File: config.mk
export PLATFORM = sky130hd
export DESIGN_NAME = crossbar_reader
export DESIGN_NICKNAME = d
export VERILOG_FILES = /design/src/rtl/crossbar_reader_pkg.sv /design/src/rtl/crossbar_reader_read_mux.sv /design/src/rtl/crossbar_reader.sv
export SDC_FILE = /design/constraint.sdc
export NUM_CORES = 1
export LEC_CHECK = 0
export ABC_CLOCK_PERIOD_IN_PS = 4950
export CAP_MARGIN = 20
export CORE_AREA = 10 10 101 103
export DETAILED_ROUTE_END_ITERATION = 16
export DIE_AREA = 0 0 111 113
export GPL_ROUTABILITY_DRIVEN = 1
export PLACE_DENSITY = 0.53
export SYNTH_ARGS = -nofsm -noshare
export SYNTH_HDL_FRONTEND = slang
export SYNTH_HIERARCHICAL = 1
export SYNTH_SLANG_ARGS = --single-unit
File: constraint.sdc
create_clock -name Clock -period 4.95 [get_ports Clock]
set_input_delay 0.99 -clock Clock [delete_from_list [all_inputs] [get_ports Clock]]
set_output_delay 0.99 -clock Clock [all_outputs]
set_load 0.01 [all_outputs]
File: src/rtl/crossbar_reader_pkg.sv
// Shared encodings for the crossbar register bank: FSM states,
// bank size and the order-vector index helper.
package crossbar_reader_pkg;

  localparam int NREG  = 4;
  localparam int W_DEF = 8;

  typedef enum logic [1:0] {
    ST_IDLE = 2'b00,
    ST_SEND = 2'b01,
    ST_DONE = 2'b10
  } state_e;

  // Order packs {idx3,idx2,idx1,idx0}; 0..3 selects R1..R4.
  function automatic logic [1:0] sel_of(
    input logic [7:0] ord,
    input logic [1:0] idx
  );
    return ord[{idx, 1'b0} +: 2];
  endfunction

endpackage

File: src/rtl/crossbar_reader_read_mux.sv
// 4:1 word selector over the snapshot registers.
module read_mux #(
  parameter int W = 8
) (
  input  logic [W-1:0] d0,
  input  logic [W-1:0] d1,
  input  logic [W-1:0] d2,
  input  logic [W-1:0] d3,
  input  logic [1:0]   sel,
  output logic [W-1:0] y
);

  always_comb begin
    y = d0;
    unique case (sel)
      2'd0: y = d0;
      2'd1: y = d1;
      2'd2: y = d2;
      2'd3: y = d3;
    endcase
  end

endmodule

File: src/rtl/crossbar_reader.sv
// Snapshots R1..R4 and an order vector on Start, then drains the
// four words in that order over a Valid/Ready handshake.
module crossbar_reader
  import crossbar_reader_pkg::*;
#(
  parameter int W         = W_DEF,
  parameter bit CLEAR_OUT = 1'b1
) (
  input  logic         Clock,
  input  logic         Resetn,
  input  logic         Start,
  input  logic [7:0]   Order,
  input  logic [W-1:0] R1,
  input  logic [W-1:0] R2,
  input  logic [W-1:0] R3,
  input  logic [W-1:0] R4,
  input  logic         Ready,
  output logic [W-1:0] DataOut,
  output logic         Valid,
  output logic         Busy,
  output logic         Done
);

  state_e       state_q, state_d;
  logic [1:0]   idx_q, idx_d;
  logic [7:0]   order_q, order_d;
  logic [W-1:0] snap_q [NREG];
  logic [W-1:0] snap_d [NREG];
  logic [W-1:0] dout_q, dout_d;
  logic         valid_q, valid_d;
  logic         busy_q, busy_d;
  logic         done_q, done_d;
  logic [W-1:0] mux_y;

  // Selecting on next-state values keeps DataOut a plain flop.
  read_mux #(.W(W)) u_mux (
    .d0  (snap_d[0]),
    .d1  (snap_d[1]),
    .d2  (snap_d[2]),
    .d3  (snap_d[3]),
    .sel (sel_of(order_d, idx_d)),
    .y   (mux_y)
  );

  always_comb begin
    state_d = state_q;
    idx_d   = idx_q;
    order_d = order_q;
    snap_d  = snap_q;
    valid_d = valid_q;
    busy_d  = busy_q;
    done_d  = 1'b0;
    unique case (state_q)
      ST_IDLE: begin
        if (Start) begin
          snap_d[0] = R1;
          snap_d[1] = R2;
          snap_d[2] = R3;
          snap_d[3] = R4;
          order_d   = Order;
          idx_d     = 2'd0;
          state_d   = ST_SEND;
          valid_d   = 1'b1;
          busy_d    = 1'b1;
        end
      end
      ST_SEND: begin
        if (Ready) begin
          if (idx_q == 2'd3) begin
            state_d = ST_DONE;
            valid_d = 1'b0;
            busy_d  = 1'b0;
            done_d  = 1'b1;
          end else begin
            idx_d = idx_q + 2'd1;
          end
        end
      end
      ST_DONE: begin
        state_d = ST_IDLE;
        valid_d = 1'b0;
        busy_d  = 1'b0;
      end
      default: begin
        state_d = ST_IDLE;
        valid_d = 1'b0;
        busy_d  = 1'b0;
      end
    endcase
    if (valid_d)        dout_d = mux_y;
    else if (CLEAR_OUT) dout_d = '0;
    else                dout_d = dout_q;
  end

  always_ff @(posedge Clock or negedge Resetn) begin
    if (!Resetn) begin
      state_q <= ST_IDLE;
      idx_q   <= 2'd0;
      order_q <= 8'd0;
      for (int i = 0; i < NREG; i++) snap_q[i] <= '0;
      dout_q  <= '0;
      valid_q <= 1'b0;
      busy_q  <= 1'b0;
      done_q  <= 1'b0;
    end else begin
      state_q <= state_d;
      idx_q   <= idx_d;
      order_q <= order_d;
      snap_q  <= snap_d;
      dout_q  <= dout_d;
      valid_q <= valid_d;
      busy_q  <= busy_d;
      done_q  <= done_d;
    end
  end

  assign DataOut = dout_q;
  assign Valid   = valid_q;
  assign Busy    = busy_q;
  assign Done    = done_q;

endmodule
==> summary.txt <==
Global routing
  • Global routing usage on met3: under 10%
  • Largest net degree at the start of global routing: 55
  • GR Overflow Total: 0
  • Tot GR Track Use: 8.043%
  • Antenna violations before repair: 0
  • Busiest grt layer: met1
  • Met1 usage: between 10 and 15%
  • Vias in the first global route: 1562
  • Global-route wire length before repair: between 8000 and 9000 um
  • Met2 usage: 10.93%

Cells and area
  • # fillers: 781
  • Final Util: a little under two fifths
  • Reg area: 0.001351 mm^2
  • Layout cells sized above 1: 15.50%
  • Multi-input gate area: 890.9 um^2
  • Post-Layout Cell Count: 305
  • Area Growth Syn to Fin: 31.46%
  • Final #Nets: 243
  • Ant diodes: 0

Run
  • Max-cap violation count: 0

Floorplan
  • Die Ht: 113 um
  • Initial core utilization: 28.41%
  • Rows: 33
  • Core area: 0.008134 mm^2
  • Die Width: roughly 110 um
  • Top-level port count: 55
  • Die area: 0.01254 mm^2

Critical path
  • Crit path max-delay family: multiplexers
  • Critical Path AT: 3.77 ns
  • Crit path top cell by count: mux2i_1
  • CP bufs+invs: 1
  • CP Data Required Time: 5.15 ns
  • Worst Setup Path Type: in2reg
  • Setup slack, reg-to-reg: around 2.1 ns
  • Setup crit start kind: input port
  • CP endpoint kind: flip-flop
  • Crit-path max cell delay: 0.79 ns
  • Critical-path top delay cell: mux2i_1
  • Worst path cell trace: clkdlybuf4s50_1 > nor3b_4 > mux2_2 > mux2i_1 > mux2i_1 > mux4_2 > and2_1
  • Crit Path Max Fanout: 10

CTS
  • CTS Buf Count: 5
  • Hold-fix buffers, CTS: 0
  • Clock Tree Buf Depth: 2
  • CTS resizes: 0
  • CTS tree: done
  • H-tree depth: 2
  • Clock transition at path regs: 0.09 ns
  • CTS Root Cell: clkbuf_8
  • Clock Sinks: 54
  • Clock Latency Late Sink: 0.31 ns
  • Setup Fix Bufs, Post-CTS: 0

Status
  • Status: complete, no violations

STA
  • Slew Viols, Final: 0
  • Clk_skew: 0.01253 ns
  • Total negative slack: 0 ns
  • Worst Tran Pin Value: 0.9970 ns
  • Fmax: 0.2802 GHz
  • Final hold vios: 0
  • Slew HR: 31.63%
  • Min Tclk post-route: roughly 3.6 ns
  • Worst setup margin: 1.381 ns
  • Final setup violation count: 0
  • RSZ-0062 raised after global routing: no
  • Tcrit/Tclk final: 72.09%

Synthesis
  • Post-synth top area cell: dfrtp_1
  • Dominant cells by area after synthesis: dfrtp_1 58%, mux2_1 16%, mux4_2 7.8%
  • Area fraction of the dominant cell type after synthesis: 58.47%
  • Synth cell count leaders: 54 x dfrtp_1, 32 x mux2_1, 9 x and2_1, 8 x mux4_2, 7 x mux2_4
  • Yosys warnings: 6
  • Predominant post-synthesis flop cell: dfrtp_1
  • Sequential element share of the synthesized area: 58.47%
  • Post-synth EDFFs: 0
  • Syn Inst Count: roughly 140
  • Synthesized flop and latch total: 54
  • Mapped Avg Cell Area: 16.39 um^2
  • Asr flop ratio synth: 100.0%
  • Count leader, synth: dfrtp_1
  • Cell Area, Synth: 0.002311 mm^2
  • Cell variety after synth: 22
  • Mapped Nets: between 150 and 200

Route
  • Post-Route WL: 4945 um
  • DR DRC count: 0
  • Initial DRC count: 22
  • Via density: 4.439
  • Via count: 1354
  • Antenna viol nets, final: 0
  • DR WL/cell: between 15 and 20 um
  • 1st-pass router iterations: 4

Placed design
  • Routability cong.: 0.7089
  • PortBufs: 54
  • DP Wirelength: 3566 um
  • DP Worst Slack: 0.9899 ns
  • DP Cell Count: 297

Power and ir drop
  • Total power: 0.001845 W
  • PwrDens: just over 600 mW/mm^2
  • LEAKAGE: 1.274 nW
  • VDD IR-drop max: 0.0002092 V

Worst hold path
  • Hold Crit Class: reg2reg
-- metal layers --
metal | up-vias | part of all wire, %
met4 | 0 | 0.83
met2 | 48 | 41
met5 | - | 0
met3 | 4 | 6.8
li1 | 618 | -
met1 | 684 | 52
-- layout make-up --
| type | instances | share of cell area (%) |
|---|---|---|
| Sequential cell | 54 | 44.48 |
| Tap cell | 105 | 4.325 |
| Clock buffer | 7 | 2.842 |
| Timing Repair Buffer | 58 | 18.62 |
| Multi-Input combinational cell | 78 | 29.32 |
| Inverter | 2 | 0.2471 |
| Clock inverter | 1 | 0.1647 |
-- registers in the layout (all words and copies together) (netlist names) --
name and cells:
DataOut 8, order_q 8, snap_q 32, Done 1, state_q 2, Valid 1, idx_q 2
-- cells by family (layout without fill, tap and decap cells) --
family                 after synthesis  in the layout  synth area share [%]
muxes                               54             54                 31.02
AOI/OAI and AO/OA                    6              6                 1.787
and+or+nand+nor                     18             18                 5.576
buffers and inverters                9             68                 3.140
DFF                                 54             54                 58.47
-- metrics by stage --
stage | cell area (um^2) | hold WS, ns
finish | 3038 | 0.4880
global route | 3038 | 0.5005
CTS | 3038 | 0.4922
detailed placement | 2947 | 0.4708
global placement | 2947 | 0.4655
floorplan | 2311 | 0.4496
-- worst register-to-register path: stages, from the launching register on --
cell and delay, ns:
dfrtp_1 0.49, nor3b_4 0.60, mux2_2 0.29, mux2i_1 0.06, mux2i_1 0.79, mux4_2 0.41
and2_1 0.14
-- report_power, final --
| part | switching (W) | internal [W] | leakage, nW | total (W) |
|---|---|---|---|---|
| Sequential | 0.0000676 | 0.000651 | 0.648 | 0.000719 |
| Combinational | 0.000351 | 0.000518 | 0.578 | 0.000869 |
| Clock | 0.000143 | 0.000113 | 0.0482 | 0.000257 |
| Total | 0.000562 | 0.00128 | 1.27 | 0.00184 |
-- final timing paths --
kind	startpoint	endpoint	cells after the start
min in group asynchronous	Resetn	state_q[0]	2
setup / recovery	Start	DataOut[3]	7
hold reg to reg	snap_q[15]	snap_q[15]	1
hold / removal	snap_q[15]	snap_q[15]	1
setup reg to reg	state_q[0]	DataOut[3]	6
max in group asynchronous	Resetn	snap_q[19]	2
-- placed cells by master, fill, tap and decap left out, drive strengths merged --
cell type      instances
dfrtp                 54
clkdlybuf4s50         53
mux2                  40
and2                   9
mux4                   8
clkbuf                 7
mux2i                  6
buf                    5
nor3                   4
o21a                   3
a21oi                  2
inv                    2
nor3b                  1
or2b                   1
nand3                  1
nor2b                  1
and4b                  1
a211o                  1
clkinv                 1
Note: power is estimated with default switching activity, not from simulation.
